--- src/rtl/serial_addsub_ovf.sv ---
// serial_addsub_ovf
//   Multi-cycle add/subtract unit. It works on DIGIT bits per clock, LSB
//   first, and takes N = WIDTH/DIGIT RUN cycles. Subtraction is A + ~B + 1:
//   the inverted B and the initial carry are loaded when the operation is
//   accepted. The O/Z/N/C flags are registered on the last RUN edge.
//
// Handshake (valid/ready):
//   - start acts as "valid" and is accepted on any edge where the unit is IDLE
//     or DONE ("ready" = !busy). op, a and b are captured on that edge only.
//   - start while busy is ignored and is not queued.
//   - done pulses for exactly one cycle. result and the flags are valid from
//     that cycle and hold until the next accepted start.
//
// Ports
//   clk      rising-edge clock
//   rst_n    synchronous active-low reset
//   start    operation request
//   op       0 = a+b, 1 = a-b
//   a, b     operands (WIDTH bits)
//   busy     1 while an operation is running
//   done     one-cycle completion pulse
//   result   sum/difference, modulo 2^WIDTH
//   sig_O    signed overflow
//   sig_Z    result == 0
//   sig_N    result MSB
//   sig_C    carry out of the MSB (for subtract, 1 = no borrow)
//
// Debug: state_q is a named enum register, so checkers can bind to it.

module serial_addsub_ovf #(
  parameter int WIDTH = 32,
  parameter int DIGIT = 4
) (
  input  logic             clk,
  input  logic             rst_n,
  input  logic             start,
  input  logic             op,
  input  logic [WIDTH-1:0] a,
  input  logic [WIDTH-1:0] b,
  output logic             busy,
  output logic             done,
  output logic [WIDTH-1:0] result,
  output logic             sig_O,
  output logic             sig_Z,
  output logic             sig_N,
  output logic             sig_C
);

  localparam int N     = WIDTH / DIGIT;
  localparam int CNT_W = (N > 1) ? $clog2(N) : 1;

  typedef enum logic [1:0] {
    ST_IDLE = 2'd0,
    ST_RUN  = 2'd1,
    ST_DONE = 2'd2
  } state_t;

  state_t             state_q, state_d;
  logic [WIDTH-1:0]   a_q, a_d;
  logic [WIDTH-1:0]   b_q, b_d;
  logic               cin_q, cin_d;
  logic               op_q, op_d;
  logic               a_msb_q, a_msb_d;
  logic               b_msb_q, b_msb_d;
  logic [CNT_W-1:0]   cnt_q, cnt_d;
  logic [WIDTH-1:0]   result_q, result_d;
  logic               o_q, o_d;
  logic               z_q, z_d;
  logic               n_q, n_d;
  logic               c_q, c_d;

  // One digit of the ripple add. The extra top bit is the digit carry-out.
  logic [DIGIT:0]       digit_sum;
  // The new digit enters at the MSB end and the old contents move down.
  // This form works even when WIDTH == DIGIT.
  logic [WIDTH+DIGIT-1:0] shift_cat;
  logic [WIDTH-1:0]     res_shift;
  logic                 last_digit;
  logic                 res_msb;

  always_comb begin
    digit_sum  = {1'b0, a_q[DIGIT-1:0]} + {1'b0, b_q[DIGIT-1:0]}
               + {{DIGIT{1'b0}}, cin_q};
    shift_cat  = {digit_sum[DIGIT-1:0], result_q} >> DIGIT;
    res_shift  = shift_cat[WIDTH-1:0];
    last_digit = (cnt_q == CNT_W'(N - 1));
    res_msb    = res_shift[WIDTH-1];
  end

  always_comb begin
    state_d  = state_q;
    a_d      = a_q;
    b_d      = b_q;
    cin_d    = cin_q;
    op_d     = op_q;
    a_msb_d  = a_msb_q;
    b_msb_d  = b_msb_q;
    cnt_d    = cnt_q;
    result_d = result_q;
    o_d      = o_q;
    z_d      = z_q;
    n_d      = n_q;
    c_d      = c_q;

    case (state_q)
      ST_IDLE, ST_DONE: begin
        if (start) begin
          a_d      = a;
          b_d      = op ? ~b : b;
          cin_d    = op;
          op_d     = op;
          a_msb_d  = a[WIDTH-1];
          b_msb_d  = b[WIDTH-1];
          cnt_d    = '0;
          result_d = '0;
          o_d      = 1'b0;
          z_d      = 1'b0;
          n_d      = 1'b0;
          c_d      = 1'b0;
          state_d  = ST_RUN;
        end else begin
          state_d  = ST_IDLE;
        end
      end
      ST_RUN: begin
        a_d      = a_q >> DIGIT;
        b_d      = b_q >> DIGIT;
        cin_d    = digit_sum[DIGIT];
        result_d = res_shift;
        cnt_d    = cnt_q + 1'b1;
        if (last_digit) begin
          state_d = ST_DONE;
          c_d     = digit_sum[DIGIT];
          n_d     = res_msb;
          z_d     = (res_shift == '0);
          // The overflow test uses the original operand signs. For subtract,
          // b_msb is the sign of b before it was inverted.
          o_d     = op_q ? ((a_msb_q != b_msb_q) && (res_msb != a_msb_q))
                         : ((a_msb_q == b_msb_q) && (res_msb != a_msb_q));
        end
      end
      default: state_d = ST_IDLE;
    endcase
  end

  always_ff @(posedge clk) begin
    if (!rst_n) begin
      state_q  <= ST_IDLE;
      a_q      <= '0;
      b_q      <= '0;
      cin_q    <= 1'b0;
      op_q     <= 1'b0;
      a_msb_q  <= 1'b0;
      b_msb_q  <= 1'b0;
      cnt_q    <= '0;
      result_q <= '0;
      o_q      <= 1'b0;
      z_q      <= 1'b0;
      n_q      <= 1'b0;
      c_q      <= 1'b0;
    end else begin
      state_q  <= state_d;
      a_q      <= a_d;
      b_q      <= b_d;
      cin_q    <= cin_d;
      op_q     <= op_d;
      a_msb_q  <= a_msb_d;
      b_msb_q  <= b_msb_d;
      cnt_q    <= cnt_d;
      result_q <= result_d;
      o_q      <= o_d;
      z_q      <= z_d;
      n_q      <= n_d;
      c_q      <= c_d;
    end
  end

  assign busy   = (state_q == ST_RUN);
  assign done   = (state_q == ST_DONE);
  assign result = result_q;
  assign sig_O  = o_q;
  assign sig_Z  = z_q;
  assign sig_N  = n_q;
  assign sig_C  = c_q;

endmodule
--- config.mk ---
export PLATFORM = sky130hd
export DESIGN_NAME = serial_addsub_ovf
export DESIGN_NICKNAME = d
export VERILOG_FILES = /design/src/rtl/serial_addsub_ovf.sv
export SDC_FILE = /design/constraint.sdc
export NUM_CORES = 1
export LEC_CHECK = 0
export ABC_AREA = 1
export CORE_ASPECT_RATIO = 0.8
export CORE_MARGIN = 2
export CORE_UTILIZATION = 35
export DETAILED_ROUTE_END_ITERATION = 10
export RECOVER_POWER = 50
export SYNTH_ARGS = -nofsm -noshare
export SYNTH_HDL_FRONTEND = slang
export SYNTH_SLANG_ARGS = --single-unit
--- constraint.sdc ---
create_clock -name clk -period 1.8 [get_ports clk]
set_input_delay 0.18 -clock clk [delete_from_list [all_inputs] [get_ports clk]]
set_output_delay 0.18 -clock clk [all_outputs]
set_load 0.005 [all_outputs]
* After elaboration in Yosys (flattened, before gate mapping) *
Index checks and enable logic that the tools add are counted.

word-level totals
  input bits = 68
  word-level logic and storage cells = 58
  output and inout bits = 38
  register bits after elaboration = 109

operators by class
  eq/ne operators = 8
  add/subtract/negate cells = 3
  reductions and logical operators = 9
  mux-type cells = 24
  bitwise logic cells = 1

operator list
  kind                                                    count
  case mux 32 bit (2 select lines)                        3
  2-to-1 mux 32 bit                                       4
  logical NOT 32 bit                                      1
  NOT 32 bit                                              1
  case mux 1 bit (2 select lines)                         5
  2-to-1 mux 1 bit                                        8
  case mux 3 bit (2 select lines)                         1
  adder 4 x 4 -> 5 bit                                    1
  adder 5 x 1 -> 5 bit                                    1
  case mux 2 bit (2 select lines)                         1
  AND reduction 2 bit                                     2
  adder 3 x 1 -> 3 bit (second input constant)            1
  equality test 3 bit (second input constant)             1
  2-to-1 mux 3 bit                                        1
  AND reduction 3 bit                                     1
  equality test 2 x 1 -> 1 bit (second input constant)    1
  equality test 2 bit (second input constant)             1
  logical AND 1 bit                                       2
  logical NOT 2 bit                                       1
  2-to-1 mux 2 bit                                        1
  inequality test 1 bit                                   2
  inequality test 2 x 1 -> 1 bit (second input constant)  1
  inequality test 2 bit (second input constant)           1
  nonzero test 2 bit                                      1
  2 further kinds                                         2

* Longest topological paths before layout *
Gate-level depths: netlist of the first run.

  depth in word-level cells = 7
  mapped depth = 11
  depth with buffers taken out = 11

* Least setup slack after synthesis of the first run *
OpenSTA, ideal clock, no wires.

  kind = flip-flop to flip-flop
  start point = reg a_q[0]
  end point = reg z_q, in the netlist sig_Z
  cell stages (with the launch flop) = 12
  setup time = 0.070 ns
  data required time = 1.730 ns
  period minus slack after synthesis = 1.816 ns
  arrival time = 1.746 ns
  buffers on the path = 0
  slack = -0.016 ns
  cells stage by stage = dfxtp_1 -> inv_1 -> fa_1 -> inv_1 -> fa_1 -> inv_1 -> nand2_1 -> nor2_1 -> nand3_1 -> nor2_1 -> nand3_1 -> a21oi_1

between the ends
  longest elaborated chain between the ends = 5

ends and longest elaborated chain
  what                             RTL line  text
  start: declaration               59        logic [WIDTH-1:0] a_q, a_d;
  start signal: assignment         149       a_q <= '0;
  start signal: assignment         163       a_q <= a_d;
  adder 4 x 4 -> 5 bit             82        digit_sum = {1'b0, a_q[DIGIT-1:0]} + {1'b0, b_q[DIGIT-1:0]}
  adder 5 x 1 -> 5 bit             83        + {{DIGIT{1'b0}}, cin_q};
  logical NOT 32 bit               135       z_d = (res_shift == '0);
  2-to-1 mux 1 bit                 131       if (last_digit) begin
  case mux 1 bit (2 select lines)  105       case (state_q)
  end signal: assignment           172       z_q <= z_d;
  end: declaration                 68        logic z_q, z_d;

No other way between the ends. The select of a mux whose other input is x is not followed.
A chain may end at the register's enable or synchronous reset.

* Worst setup path in the final report of the first run *
  start point = reg cin_q
  end point = reg z_q, in the netlist sig_Z

between the ends
  longest elaborated chain between the ends = 4

ends and longest elaborated chain
  what                             RTL line  text
  start: declaration               61        logic cin_q, cin_d;
  start signal: assignment         165       cin_q <= cin_d;
  adder 5 x 1 -> 5 bit             83
  logical NOT 32 bit               135
  2-to-1 mux 1 bit                 131
  case mux 1 bit (2 select lines)  105

No other way between the ends. The select of a mux whose other input is x is not followed.

==> results of run 1 <==
[stage by stage]
stage | setup TNS [ns] | hold WS (ns) | cell area [um2] | setup WS (ns) | utilization [%]
2_1_floorplan | 0 | 0.329 | 4850 | 0.0195 | -
3_3_place_gp | -0.0451 | 0.443 | 6050 | -0.0451 | 44.7
3_5_place_dp | -0.0908 | 0.454 | 6050 | -0.0908 | 44.7
4_1_cts | -0.0592 | 0.371 | 6380 | -0.0592 | 47.1
5_1_grt | -2.11 | 0.397 | 6320 | -0.181 | 46.6
6_report | -0.0263 | 0.390 | 6320 | -0.0263 | 46.6
[where the power goes]
| part | total (W) | leakage [nW] | internal, W | switching (W) |
|---|---|---|---|---|
| registers | 0.00261 | 0.891 | 0.00254 | 0.0000670 |
| logic | 0.000848 | 1.54 | 0.000393 | 0.000455 |
| clock network | 0.00194 | 0.143 | 0.00109 | 0.000848 |
| total | 0.00540 | 2.58 | 0.00403 | 0.00137 |
[final cells by class]
class / count / area, um2 / area share (%)
flip-flops and latches: 109 / 2190 / 34.6
multi-input cells: 379 / 2080 / 33.0
repair buffers: 128 / 1230 / 19.5
inverters: 80 / 300 / 4.75
clock buffers: 16 / 292 / 4.61
well taps: 180 / 225 / 3.57
[worst min-delay path by stage]
stage / end / depth (start not counted) / slack (ns)
3_5_place_dp: a_q[31]$_SDFFE_PN0P_ / 2 / 0.45
4_1_cts: op_q$_SDFFE_PN0P_ / 4 / 0.37
6_report: a_q[30]$_SDFFE_PN0P_ / 3 / 0.39
5_1_grt: op_q$_SDFFE_PN0P_ / 4 / 0.40
2_1_floorplan: a_q[28]$_SDFFE_PN0P_ / 2 / 0.33
3_3_place_gp: cnt_q[0]$_SDFFE_PN0P_ / 1 / 0.44
[critical path: stages (launching register included)]
cell and delay, ns:
sky130_fd_sc_hd__dfxtp_2 0.32, sky130_fd_sc_hd__inv_2 0.04, sky130_fd_sc_hd__fa_2 0.37, sky130_fd_sc_hd__inv_2 0.08, sky130_fd_sc_hd__fa_1 0.40, sky130_fd_sc_hd__inv_2 0.07, sky130_fd_sc_hd__nand2_1 0.05, sky130_fd_sc_hd__nor2_1 0.08
sky130_fd_sc_hd__nand3_1 0.07, sky130_fd_sc_hd__nor2_1 0.09, sky130_fd_sc_hd__nand3_1 0.07, sky130_fd_sc_hd__a21oi_1 0.12
[Yosys cell counts]
| library cell | count | area, um2 |
|---|---|---|
| sky130_fd_sc_hd__nand2_1 | 166 | 623 |
| sky130_fd_sc_hd__dfxtp_1 | 109 | 2180 |
| sky130_fd_sc_hd__inv_1 | 76 | 285 |
| sky130_fd_sc_hd__a31oi_1 | 28 | 175 |
| sky130_fd_sc_hd__o21ai_0 | 26 | 130 |
| sky130_fd_sc_hd__nor2_1 | 25 | 93.8 |
| sky130_fd_sc_hd__a21oi_1 | 24 | 120 |
| sky130_fd_sc_hd__xnor2_1 | 24 | 210 |
| sky130_fd_sc_hd__o32ai_1 | 20 | 175 |
| sky130_fd_sc_hd__o221ai_1 | 15 | 131 |
| sky130_fd_sc_hd__nand3_1 | 13 | 65.1 |
| sky130_fd_sc_hd__buf_2 | 12 | 60.1 |
| sky130_fd_sc_hd__clkbuf_1 | 11 | 41.3 |
| sky130_fd_sc_hd__buf_6 | 10 | 113 |
| sky130_fd_sc_hd__a32o_1 | 9 | 90.1 |
| sky130_fd_sc_hd__buf_1 | 5 | 18.8 |
| sky130_fd_sc_hd__ha_1 | 5 | 62.6 |
| sky130_fd_sc_hd__o22ai_1 | 5 | 31.3 |
| sky130_fd_sc_hd__buf_4 | 4 | 30.0 |
| sky130_fd_sc_hd__inv_2 | 3 | 11.3 |
| sky130_fd_sc_hd__o221ai_2 | 3 | 45.0 |
| sky130_fd_sc_hd__xor2_1 | 3 | 26.3 |
| sky130_fd_sc_hd__a22o_1 | 2 | 17.5 |
| sky130_fd_sc_hd__fa_1 | 2 | 40.0 |
| sky130_fd_sc_hd__nand2_2 | 2 | 12.5 |
| sky130_fd_sc_hd__o211ai_1 | 2 | 15.0 |
| sky130_fd_sc_hd__a211oi_1 | 1 | 7.51 |
| sky130_fd_sc_hd__clkinv_1 | 1 | 3.75 |
| sky130_fd_sc_hd__nand4_1 | 1 | 6.26 |
| sky130_fd_sc_hd__nor2_2 | 1 | 6.26 |
| sky130_fd_sc_hd__nor2_4 | 1 | 11.3 |
| sky130_fd_sc_hd__o21bai_1 | 1 | 7.51 |
[flip-flops by register name (all words and copies together), names as in the netlist]
| signal | cells |
|---|---|
| sig_N | 1 |
| sig_Z | 1 |
| sig_O | 1 |
| b_msb_q | 1 |
| sig_C | 1 |
| cin_q | 1 |
| b_q | 32 |
| state_q | 2 |
| a_q | 32 |
| cnt_q | 3 |
| op_q | 1 |
| result | 32 |
| a_msb_q | 1 |
[timing repair]
item                                   in CTS  in global routing
pin swaps                                   6                  2
resized for setup                           4                  3
endpoints found under the hold margin       0                  0
setup buffers                               4                  0
setup endpoints to repair                   1                  4
[logic make-up (layout without fill, tap and decap cells)]
logic type | after synthesis | after routing | synth area share (%)
simple gates | 209 | 209 | 16.9
compound gates | 136 | 136 | 19.5
buf+inv | 122 | 224 | 11.6
flops | 109 | 109 | 45.0
xor+xnor | 27 | 27 | 4.88
fa+ha+maj | 7 | 7 | 2.12
[routing by layer]
metal	vias up	wire, um	GRT usage (%)
li1	2206	-	-
met1	1980	5780	22.4
met2	110	5430	26.9
met3	10	816	4.97
met4	0	112	3.79
met5	-	0	0
==> impl_metrics.sql, run 1 <==
INSERT INTO impl_metrics (metric_group, metric, value, unit) VALUES
('finish', 'drive_above_1_share', '6.74', '%'),
('place', 'finalWeightedCongestion', '0.801', ''),
('routing', 'drt_iter0_drc', '225', ''),
('finish', 'final_nets', '782', ''),
('cts', 'cts-buffers-inserted', '9', ''),
('sta', 'final.min_clock_period', '1.83', 'ns'),
('sta', 'setup-violations-final', '1', ''),
('sta', 'rsz0062_at_grt', 'yes', ''),
('cts', 'clk_path_buf_depth', '2', ''),
('power_and_ir_drop', 'vdd_ir_drop_max', '0.000516', 'V'),
('synthesis', 'synth_sequential_area_ratio', '45.0', '%'),
('routing', 'drc', '0', ''),
('critical_path', 'r2r_setup_slack', '-0.03', 'ns'),
('place', 'placedCellCount', '872', ''),
('place', 'port_buffers', '105', ''),
('critical_path', 'worst-endpoint-arrival', '2.11', 'ns'),
('global_routing', 'first_pass_grt_wire_length', '19800', 'um'),
('routing', 'antenna_left', '0', ''),
('worst_hold_path', 'hold_path_class', 'in2reg', ''),
('cts', 'h-tree-depth', '3', ''),
('critical_path', 'path_class', 'reg2reg', ''),
('cts', 'cts_tree', 'done', ''),
('global_routing', 'grt_pass1_vias', '4030', ''),
('floorplan', 'design.die.area', '0.0148', 'mm2'),
('sta', 'finClkSkew', '0.00563', 'ns'),
('critical_path', 'regToRegStartpoint', 'cin_q$_SDFFE_PN0P_', ''),
('sta', 'postLayoutSetupSlackWorst', '-0.0263', 'ns'),
('routing', 'routed-via-count', '4306', ''),
('cts', 'insertion_delay', '0.35', 'ns'),
('sta', 'max_freq', '548', 'MHz'),
('critical_path', 'critPathLaunchType', 'flip-flop', ''),
('finish', 'commonest_non_fill_non_tap_cells_in_the_layout', 'sky130_fd_sc_hd__nand2_1 (167), sky130_fd_sc_hd__dfxtp_1 (106), sky130_fd_sc_hd__clkdlybuf4s50_1 (76)', ''),
('global_routing', 'groute.usage.overall', '16.8', '%'),
('cts', 'cts.hold.buffers_added', '0', ''),
('global_routing', 'grt_start_max_net_pins', '65', ''),
('synthesis', 'synth.lib_cells_used.distinct', '32', ''),
('sta', 'transition_at_the_pin_with_the_smallest_max_transition_slack', '0.722', 'ns'),
('floorplan', 'standard_cell_rows', '38', ''),
('floorplan', 'die_h', '109', 'um'),
('floorplan', 'io-pin-count', '106', ''),
('synthesis', 'post_synth_instance_area', '0.00485', 'mm2'),
('global_routing', 'grt_remaining_overflow', '0', ''),
('critical_path', 'critPathLaunch', 'cin_q$_SDFFE_PN0P_', ''),
('sta', 'fin_crit_sh', '101', '%'),
('critical_path', 'rr_endpoint', 'sig_Z$_SDFFE_PN0P_', ''),
('routing', 'wl_per_cell', '13.6', 'um'),
('power_and_ir_drop', 'cellLeakagePower', '2.58', 'nW'),
('power_and_ir_drop', 'power_per_cell_area', '854', 'mW/mm2'),
('cts', 'cts-root-buf', 'sky130_fd_sc_hd__clkbuf_16', ''),
('power_and_ir_drop', 'fin_total_pwr', '0.00540', 'W'),
('synthesis', 'synth.avg_cell_area', '7.95', 'um2'),
('finish', 'fillCellCount', '1323', ''),
('critical_path', 'endpoint', 'sig_Z$_SDFFE_PN0P_', ''),
('critical_path', 'cp-end-kind', 'flip-flop', ''),
('finish', 'final_common_cell', 'sky130_fd_sc_hd__nand2_1', ''),
('outcome', 'failed_checks', 'negative setup slack', ''),
('finish', 'area_delta_synth_final', '30.3', '%'),
('critical_path', 'cp_data_required_time', '2.08', 'ns'),
('sta', 'final-max-slew-violation-count', '0', ''),
('synthesis', 'yosysWarningCount', '0', ''),
('critical_path', 'timing.critical_path.fanout_max', '2', ''),
('synthesis', 'ys_seq_elements', '109', ''),
('routing', 'route.final.wire_length', '12100', 'um'),
('routing', 'drt-pass1-iter-count', '4', ''),
('run', 'max_cap_violations', '0', ''),
('place', 'hpwlAfterDp', '8510', 'um'),
('sta', 'final_hold_viol_count', '0', ''),
('cts', 'number_of_clock_sinks', '109', ''),
('floorplan', 'core_box_area', '0.0136', 'mm2'),
('outcome', 'run_status', 'finished with violations', ''),
('synthesis', 'total_nets_after_synthesis', '685', ''),
('cts', 'path_clk_slew', '0.07', 'ns'),
('floorplan', 'chipWidth', '136', 'um'),
('finish', 'antenna_cells', '0', ''),
('worst_hold_path', 'hold_start', 'a[30]', ''),
('finish', 'layout.cells.non_filler', '892', ''),
('critical_path', 'rr_worst_depth', '11', ''),
('synthesis', 'postSynthCellCount', '610', ''),
('routing', 'via_per_inst', '4.83', ''),
('sta', 'slew-limit-headroom', '51.8', '%'),
('floorplan', 'initial_utilization', '35.8', '%'),
('global_routing', 'number_of_antenna_violations_at_the_first_check_in_global_routing', '0', '');
Power figures use the tool's default switching activity.
==> inputs of run 2 (changes only) <==
--- a/config.mk
+++ b/config.mk
@@ -9,8 +9,10 @@
 export CORE_ASPECT_RATIO = 0.8
 export CORE_MARGIN = 2
 export CORE_UTILIZATION = 35
+export CTS_CLUSTER_SIZE = 40
 export DETAILED_ROUTE_END_ITERATION = 10
 export RECOVER_POWER = 50
+export SKIP_LAST_GASP = 1
 export SYNTH_ARGS = -nofsm -noshare
 export SYNTH_HDL_FRONTEND = slang
 export SYNTH_SLANG_ARGS = --single-unit
==> results of run 2 <==
No change in the layout: final DEF, timing and power equal those of run 1.
